[src/rtl/procik_pkg.sv]
// Shared definitions for the procik datapath: opcodes, execute-stage FSM states
// and flag bit positions within the {Z, Nf, C, V} flag word.
package procik_pkg;

    localparam logic [2:0] OP_ADD = 3'd0;
    localparam logic [2:0] OP_SUB = 3'd1;
    localparam logic [2:0] OP_AND = 3'd2;
    localparam logic [2:0] OP_OR  = 3'd3;
    localparam logic [2:0] OP_XOR = 3'd4;
    localparam logic [2:0] OP_SHL = 3'd5;
    localparam logic [2:0] OP_SHR = 3'd6;
    localparam logic [2:0] OP_MUL = 3'd7;

    typedef enum logic [1:0] {
        S_IDLE = 2'd0,
        S_EXEC = 2'd1,
        S_MUL  = 2'd2,
        S_FIN  = 2'd3
    } alu_state_t;

    localparam int FLAG_Z = 3;
    localparam int FLAG_N = 2;
    localparam int FLAG_C = 1;
    localparam int FLAG_V = 0;

endpackage

[src/rtl/alu_exec_if.sv]
// Control-unit <-> execute-stage bus. Operands/results use bit 0 as the MSB.
// dbg_state exposes the execute FSM for observation.
interface alu_exec_if #(parameter int N = 16);
    import procik_pkg::*;

    // Handshake: the master raises start with op/a/b valid; the stage samples them
    // only while idle. busy is high from the cycle after acceptance until done;
    // done is a one-cycle pulse marking result/flags/illegal valid, and a new
    // start presented during that done cycle is accepted on the next edge.
    logic           start;
    logic [2:0]     op;
    logic [0:N-1]   a;
    logic [0:N-1]   b;
    logic           busy;
    logic           done;
    logic [0:N-1]   result;
    logic [3:0]     flags;
    logic           illegal;
    alu_state_t     dbg_state;

    modport master (
        output start, op, a, b,
        input  busy, done, result, flags, illegal, dbg_state
    );

    modport slave (
        input  start, op, a, b,
        output busy, done, result, flags, illegal, dbg_state
    );

endinterface

[src/rtl/mul_shift_add.sv]
// Iterative unsigned N x N multiplier, one shift-add step per 'step' cycle.
// Compiled only when ALU_MUL_EN is defined.
`ifdef ALU_MUL_EN
module mul_shift_add #(parameter int N = 16) (
    input  logic           clock,
    input  logic           reset,
    input  logic           load,
    input  logic           step,
    input  logic [0:N-1]   a,
    input  logic [0:N-1]   b,
    output logic [0:2*N-1] product
);

    logic [N-1:0]   mcand;
    logic [2*N-1:0] acc;
    logic [N:0]     sum;

    // Upper half accumulates the multiplicand whenever the current multiplier
    // bit (acc LSB) is set; the whole register then shifts right by one.
    assign sum = {1'b0, acc[2*N-1:N]} + (acc[0] ? {1'b0, mcand} : '0);

    always_ff @(posedge clock or posedge reset) begin
        if (reset) begin
            mcand <= '0;
            acc   <= '0;
        end else if (load) begin
            mcand <= a;
            acc   <= {{N{1'b0}}, b};
        end else if (step) begin
            acc   <= {sum, acc[N-1:1]};
        end
    end

    assign product = acc;

endmodule
`endif

[src/rtl/alu_exec.sv]
// Execute stage: one ALU operation per accepted start, registered result/flags.
// ALU_MUL_EN compiles in the iterative multiplier; otherwise op 7 is illegal.
module alu_exec #(parameter int N = 16) (
    input  logic clock,
    input  logic reset,
    alu_exec_if.slave bus
);
    import procik_pkg::*;

    alu_state_t   state;
    logic [2:0]   op_q;
    logic [0:N-1] a_q;
    logic [0:N-1] b_q;

    logic [N:0]   sum_ext;
    logic [0:N-1] exec_res;
    logic         exec_c;
    logic         exec_v;
    logic         exec_illegal;
    logic [3:0]   exec_flags;

    always_comb begin
        sum_ext      = '0;
        exec_res     = '0;
        exec_c       = 1'b0;
        exec_v       = 1'b0;
        exec_illegal = 1'b0;
        exec_flags   = '0;
        case (op_q)
            OP_ADD: begin
                sum_ext  = {1'b0, a_q} + {1'b0, b_q};
                exec_res = sum_ext[N-1:0];
                exec_c   = sum_ext[N];
                exec_v   = (a_q[0] == b_q[0]) && (exec_res[0] != a_q[0]);
            end
            OP_SUB: begin
                sum_ext  = {1'b0, a_q} - {1'b0, b_q};
                exec_res = sum_ext[N-1:0];
                exec_c   = (a_q < b_q);
                exec_v   = (a_q[0] != b_q[0]) && (exec_res[0] != a_q[0]);
            end
            OP_AND: exec_res = a_q & b_q;
            OP_OR:  exec_res = a_q | b_q;
            OP_XOR: exec_res = a_q ^ b_q;
            OP_SHL: begin
                exec_res = a_q << 1;
                exec_c   = a_q[0];
            end
            OP_SHR: begin
                exec_res = a_q >> 1;
                exec_c   = a_q[N-1];
            end
            // Only reachable for op 7 when the multiplier is not built.
            default: exec_illegal = 1'b1;
        endcase
        exec_flags[FLAG_Z] = (exec_res == '0);
        exec_flags[FLAG_N] = exec_res[0];
        exec_flags[FLAG_C] = exec_c;
        exec_flags[FLAG_V] = exec_v;
    end

`ifdef ALU_MUL_EN
    localparam int CW = $clog2(N);
    localparam logic [CW-1:0] CNT_LAST = CW'(N - 1);

    logic [CW-1:0]  cnt;
    logic [0:2*N-1] product;
    logic [0:N-1]   mul_lo;
    logic [3:0]     mul_flags;
    logic           mul_load;

    assign mul_load = (state == S_IDLE) && bus.start && (bus.op == OP_MUL);
    assign mul_lo   = product[N:2*N-1];

    always_comb begin
        mul_flags         = '0;
        mul_flags[FLAG_Z] = (mul_lo == '0);
        mul_flags[FLAG_N] = mul_lo[0];
        mul_flags[FLAG_C] = |product[0:N-1];
    end

    mul_shift_add #(.N(N)) u_mul (
        .clock   (clock),
        .reset   (reset),
        .load    (mul_load),
        .step    (state == S_MUL),
        .a       (bus.a),
        .b       (bus.b),
        .product (product)
    );
`endif

    always_ff @(posedge clock or posedge reset) begin
        if (reset) begin
            state       <= S_IDLE;
            op_q        <= '0;
            a_q         <= '0;
            b_q         <= '0;
            bus.busy    <= 1'b0;
            bus.done    <= 1'b0;
            bus.result  <= '0;
            bus.flags   <= '0;
            bus.illegal <= 1'b0;
`ifdef ALU_MUL_EN
            cnt         <= '0;
`endif
        end else begin
            bus.done    <= 1'b0;
            bus.illegal <= 1'b0;
            case (state)
                S_IDLE: begin
                    if (bus.start) begin
                        op_q     <= bus.op;
                        a_q      <= bus.a;
                        b_q      <= bus.b;
                        bus.busy <= 1'b1;
`ifdef ALU_MUL_EN
                        cnt      <= '0;
                        state    <= (bus.op == OP_MUL) ? S_MUL : S_EXEC;
`else
                        state    <= S_EXEC;
`endif
                    end
                end
                S_EXEC: begin
                    bus.busy    <= 1'b0;
                    bus.done    <= 1'b1;
                    bus.illegal <= exec_illegal;
                    bus.result  <= exec_res;
                    // An illegal opcode leaves the previous flags in place.
                    if (!exec_illegal) bus.flags <= exec_flags;
                    state       <= S_IDLE;
                end
`ifdef ALU_MUL_EN
                S_MUL: begin
                    cnt <= cnt + 1'b1;
                    if (cnt == CNT_LAST) state <= S_FIN;
                end
                S_FIN: begin
                    bus.busy   <= 1'b0;
                    bus.done   <= 1'b1;
                    bus.result <= mul_lo;
                    bus.flags  <= mul_flags;
                    state      <= S_IDLE;
                end
`endif
                default: state <= S_IDLE;
            endcase
        end
    end

    assign bus.dbg_state = state;

endmodule

[src/flat_wrapper.sv]
// flat-port wrapper written by rule: the top's interface ports become plain ports
module alu_exec_flat import procik_pkg::*;
#(parameter int N = 16)
  (clock, reset, bus_start, bus_op, bus_a, bus_b, bus_busy, bus_done, bus_result, bus_flags, bus_illegal, bus_dbg_state);
  alu_exec_if #(.N(N)) bus_i ();
  input  logic clock;
  input  logic reset;
  input wire logic [$bits(bus_i.start)-1:0] bus_start;
  input wire logic [$bits(bus_i.op)-1:0] bus_op;
  input wire logic [$bits(bus_i.a)-1:0] bus_a;
  input wire logic [$bits(bus_i.b)-1:0] bus_b;
  output wire logic [$bits(bus_i.busy)-1:0] bus_busy;
  output wire logic [$bits(bus_i.done)-1:0] bus_done;
  output wire logic [$bits(bus_i.result)-1:0] bus_result;
  output wire logic [$bits(bus_i.flags)-1:0] bus_flags;
  output wire logic [$bits(bus_i.illegal)-1:0] bus_illegal;
  output wire logic [$bits(bus_i.dbg_state)-1:0] bus_dbg_state;
  assign bus_i.start = bus_start;
  assign bus_i.op = bus_op;
  assign bus_i.a = bus_a;
  assign bus_i.b = bus_b;
  assign bus_busy = bus_i.busy;
  assign bus_done = bus_i.done;
  assign bus_result = bus_i.result;
  assign bus_flags = bus_i.flags;
  assign bus_illegal = bus_i.illegal;
  assign bus_dbg_state = bus_i.dbg_state;
  alu_exec #(.N(N)) u_core (.clock(clock), .reset(reset), .bus(bus_i));
endmodule
[config.mk]
export PLATFORM = sky130hd
export DESIGN_NAME = alu_exec_flat
export DESIGN_NICKNAME = d
export VERILOG_FILES = /design/src/rtl/procik_pkg.sv /design/src/rtl/alu_exec_if.sv /design/src/rtl/mul_shift_add.sv /design/src/rtl/alu_exec.sv /design/src/flat_wrapper.sv
export SDC_FILE = /design/constraint.sdc
export NUM_CORES = 1
export LEC_CHECK = 0
export CAP_MARGIN = 20
export CORE_MARGIN = 4
export CORE_UTILIZATION = 50
export DETAILED_ROUTE_END_ITERATION = 8
export GPL_ROUTABILITY_DRIVEN = 0
export PLACE_DENSITY_LB_ADDON = 0.25
export SYNTH_ARGS = -nofsm -noshare
export SYNTH_HDL_FRONTEND = slang
export SYNTH_HIERARCHICAL = 1
export SYNTH_SLANG_ARGS = --single-unit
[constraint.sdc]
create_clock -name clock -period 3 [get_ports clock]
set_clock_uncertainty 0.2 [all_clocks]
set_input_delay 0.6 -clock clock [delete_from_list [all_inputs] [get_ports clock]]
set_output_delay 0.6 -clock clock [all_outputs]
set_load 0.01 [all_outputs]
# --- After elaboration in Yosys (flattened, before gate mapping) ---
# Index checks and enable logic that the tools add are counted.
totals:
  regBits: 60
  inputBits: 38
  mem_bits_ro: 0
  latchBits: 0
  mem_bits_rw: 0
  n_memories: 0
  output_inout_bits: 25
classes:
  eq_ne: 12
  n_bitwise: 3
  addsub: 2
  n_reduce_logical: 10
  div_mod_pow: 0
  mux: 10
  n_mul: 0
  n_lt_le_gt_ge: 1
  shifts: 0
op_table:
  columns: ["operator", "n"]
  rows:
  - ["case mux 16 bit (7 select lines)", 1]
  - ["adder 16 x 16 -> 17 bit", 1]
  - ["AND 16 bit", 1]
  - ["zero test 16 bit", 1]
  - ["less-than comparator 16 bit", 1]
  - ["bitwise OR 16 bit", 1]
  - ["subtractor 16 bit", 1]
  - ["XOR 16 bit", 1]
  - ["== test 3 bit, second input constant", 3]
  - ["OR reduction 7 bit", 1]
  - ["== test 3 x 2 -> 1 bit, second input constant", 2]
  - ["AND reduction 2 bit", 3]
  - ["2-to-1 mux 1 bit", 4]
  - ["2-to-1 mux 2 bit", 2]
  - ["case mux 1 bit (2 select lines)", 2]
  - ["case mux 1 bit (4 select lines)", 1]
  - ["== test 3 x 1 -> 1 bit, second input constant", 1]
  - ["zero test 3 bit", 1]
  - ["!= test 1 bit", 3]
  - ["== test 2 x 1 -> 1 bit, second input constant", 1]
  - ["logical AND 1 bit", 2]
  - ["zero test 2 bit", 1]
  - ["!= test 2 bit, second input constant", 1]
  - ["nonzero test 2 bit", 1]
  - ["== test 1 bit", 1]

# --- Logic depth before layout (Yosys ltp) ---
depth:
  depth_word: 4
  ltp_mapped: 12
  ltp_nobuf: 12

# --- Worst setup path after synthesis ---
# No wires, ideal clock.
synth_path:
  path_type: "register to register"
  from: "reg u_core/a_q[13] in the netlist's numbering"
  to: "reg u_core.bus.flags[3]"
  n_path_buf: 1
  setup_time_ns: 0.120
  arrival_time_ns: 2.505
  t_required_ns: 2.680
  slack_ns: 0.176
  path_stages_with_launch: 13
  path_cell_list: "dfrtp_1 -> inv_1 -> ha_1 -> buf_2 -> nor2_2 -> a2111oi_4 -> nor4_1 -> nor3_2 -> o221ai_1 -> a21o_1 -> o21ai_1 -> o2bb2a_1 -> a31o_1"
synth_via:
  elab_chain_cells: 3
synth_lines:
  columns: ["element", "line_no", "text"]
  rows:
  - ["from (decl)", "alu_exec.sv:12", "logic [0:N-1] a_q;"]
  - ["from (signal assigned)", "alu_exec.sv:114", "a_q <= bus.a;"]
  - ["subtractor 16 bit (tied with other cells)", "alu_exec.sv:37", "sum_ext = {1'b0, a_q} - {1'b0, b_q};"]
  - ["case mux 16 bit (7 select lines) (*)", "alu_exec.sv:29", "case (op_q)"]
  - ["zero test 16 bit (*)", "alu_exec.sv:56", "exec_flags[FLAG_Z] = (exec_res == '0);"]
  - ["to (signal assigned)", "alu_exec.sv:131", "if (!exec_illegal) bus.flags <= exec_flags;"]
  - ["to (decl)", "alu_exec_if.sv:28", "output busy, done, result, flags, illegal, dbg_state"]
# Mark *: on every way between the ends. The rest lies on a longest branch, timed or not.
# A chain may end at the register's enable or synchronous reset.

# --- Worst setup path after layout ---
layout_path:
  from: "reg u_core/a_q[15] in the netlist's numbering"
  to: "reg u_core.bus.flags[3]"
# The elaborated chain is that of the path after synthesis.

==> results.ini <==
[placement]
place_inst=866
port_buffers=61
dpl.hpwl_um=11500
postPlaceCellArea_um2=6280

[outcome]
violations=negative setup slack
run_status=finished with violations

[timing]
hold_viol_final=0
fin_crit_ns=3.05
max_freq_ghz=0.327
maxSlewViolCount=0
setup-tns-final_ns=-0.0540
worst_pin_slew_ns=0.548
min_period_over_period_pct=102
grt_setup_unrepaired=yes
finalSetupViolations=1
setup_slack_ns=-0.0540
max-slew-margin-rel_pct=63.4

[clock_network]
clk_root_buffer_cell=clkbuf_8
insertion_delay_ns=0.36
clk_pin_slew_ns=0.08
cts_sinks=58
cts_buffers=9
cts_tree=yes
h-tree-depth=3
clockBufferDepth=2
cts_hold_buffers=0

[critical_path]
cp_cell_sequence=inv_2 -> ha_4 -> fa_2 -> nor3_2 -> or3_4 -> a21oi_4 -> buf_4 -> xnor2_1 -> o221ai_1 -> nor4b_2 -> nand4_1 -> nor3b_2 -> a31o_1
cp_slowest_cell=dfrtp_1
path_class=register to register
path_max_fanout=3
cp-end-kind=register
worstPathRequired_ns=3.08
r2r_cells=13
crit_path_start_kind=register
critPathArrivalTime_ns=3.14
max_stage_delay_ns=0.43

[finish]
stdcell_area_um2=7050
final_util_pct=72.1
drive_gt1_share_pct=27.6
fin_nets=857
fin_cells=906
area_delta_synth_final_pct=41.0
diodes=0

[detailed_routing]
dr_total_vias=5550
first_iter_violations=701
ant_nets=0
wl_per_cell_um=18.1
dr.pass1.iters=8
vias_per_cell=6.13
drc=0
drt-total-wl_um=16400

[yosys]
ys_dominant_reg_cell=dfrtp_1
syn-cell-area_um2=5000
synth_edf_count=0
synthTopCellsByArea=dfrtp_1 29%, ha_1 12%, o21ai_0 6.4%
synth_cells=625
yosysMostFrequentCell=o21ai_0
yosysWarnings=6
synth.avg_cell_area_um2=8.00
async_flop_share_pct=100
synth-seq-cells=58
synth_common_cells=64 x o21ai_0, 58 x dfrtp_1, 57 x nand2_1
synth_cell_types=74
ys_seq_area_share_pct=29.0
synth_fp_nets=714
synth_top_cell_by_area=dfrtp_1
yosysTopAreaCellShare_pct=29.0

[hold_path]
min_path_type=register to register
hold_path_depth=2

[global_routing]
grt-ovfl-total=0
antenna_found_initial=0
track_usage_pct=27.0
grt_max_degree=37
grt_pass1_vias=5167
grt_pass1_wl_um=25100

[power]
internal_power_mw=2.68
p_sw_mw=1.79
p_sw_share_pct=40.0
comb_power_share_pct=57.8
powerDensity_nw_per_um2=635
p_total_mw=4.47
ir_drop_v=0.000297
leakagePower_nw=3.06
power.share.clock_pct=18.6
seqPwrFrac_pct=23.6

[floorplan]
boundaryPins=63
die_w_um=108
coreArea_um2=9770
num_rows=36
start_util_pct=51.1
die_area_um2=11700
die_h_um=108

[flow_run]
maxCapViolCount=0

==> power groups by stage <==
| stage | clock network [mW] | registers [mW] | logic (mW) |
|---|---|---|---|
| floorplan | 0 | 1.09 | 1.22 |
| global placement | 0 | 1.06 | 2.10 |
| detailed placement | 0 | 1.06 | 2.14 |
| CTS | 0.842 | 1.05 | 2.29 |
| global route | 0.882 | 1.08 | 2.75 |
| finish | 0.834 | 1.05 | 2.59 |
==> layer usage <==
layer / GRT usage, % / vias up / wire length (um)
met5: 0 / - / 0
met4: 14.4 / 0 / 845
met3: 6.03 / 118 / 1710
met2: 41.4 / 401 / 7280
met1: 35.6 / 2509 / 6530
li1: - / 2522 / -
==> final cells by class <==
class,instances,area (um^2)
flip-flops and latches,58,1450
well taps,133,166
repair buffers,174,1500
multi-input cells,470,3500
inverters,55,206
clock buffers,11,141
clock inverters,5,77.6
fillers,706,2730
==> registers in the layout, summed over array words and instances, names as in the netlist <==
| register | count |
|---|---|
| u_core/a_q | 16 |
| u_core/b_q | 16 |
| u_core/bus.result | 16 |
| u_core/bus.flags | 4 |
| u_core/op_q | 3 |
| u_core/bus.busy | 1 |
| u_core/bus.done | 1 |
| u_core/bus.illegal | 1 |
==> cells in the final DEF, fill, tap and decap left out, drive strengths merged, types with 8 or more instances in the layout <==
cell type      instances
buf                  113
o21ai                 69
clkdlybuf4s50         61
dfrtp                 58
nand2                 57
inv                   54
nor2                  49
ha                    49
a21oi                 44
nor3                  20
a211oi                16
clkbuf                11
nor2b                 11
o22ai                 10
mux2i                  9
nand3                  9
xnor2                  8
==> worst max-delay path, delay by kind of cell, from the launching register on <==
kind / cells / cell delay (ns)
flip-flops: 1 / 0.43
buffers and inverters: 2 / 0.23
XOR/XNOR: 1 / 0.12
AO/OA/AOI/OAI: 3 / 0.50
adder cells (fa/ha/maj): 2 / 0.37
AND/OR/NAND/NOR: 5 / 1.12
==> kinds of logic after synthesis <==
family                     synth area share (%)
AOI/OAI and AO/OA                          28.3
and+or+nand+nor                            17.4
buffers and inverters                      7.91
DFF                                        29.0
adders and majority gates                  13.1
muxes                                      2.48
xor gates and xnor gates                   1.75
other                                    0.0750
==> worst paths after layout <==
path                                     startpoint                  end  slack (ns)
worst max-delay path                 u_core/a_q[15]  u_core/bus.flags[3]       -0.05
worst min-delay path            u_core/bus.flags[0]  u_core/bus.flags[0]        0.28
worst max register to register       u_core/a_q[15]  u_core/bus.flags[3]       -0.05
worst min register to register  u_core/bus.flags[0]  u_core/bus.flags[0]        0.28
max in group asynchronous                     reset       u_core/op_q[0]        1.63
min in group asynchronous                     reset       u_core/a_q[15]        0.39
==> what timing repair did <==
item | in CTS | in global routing
resized for setup | 27 | 51
pin swaps | 15 | 25
setup buffers | 14 | 11
endpoints found under the setup margin | 4 | 10
==> metrics by stage <==
step | hold WS (ns) | setup slack [ns]
2_1_floorplan | 0.315 | 0.176
3_3_place_gp | 0.271 | -0.0354
3_5_place_dp | 0.273 | -0.119
4_1_cts | 0.287 | -0.0207
5_1_grt | 0.319 | -0.130
6_report | 0.283 | -0.0540
(Power assumes the default switching activity.)
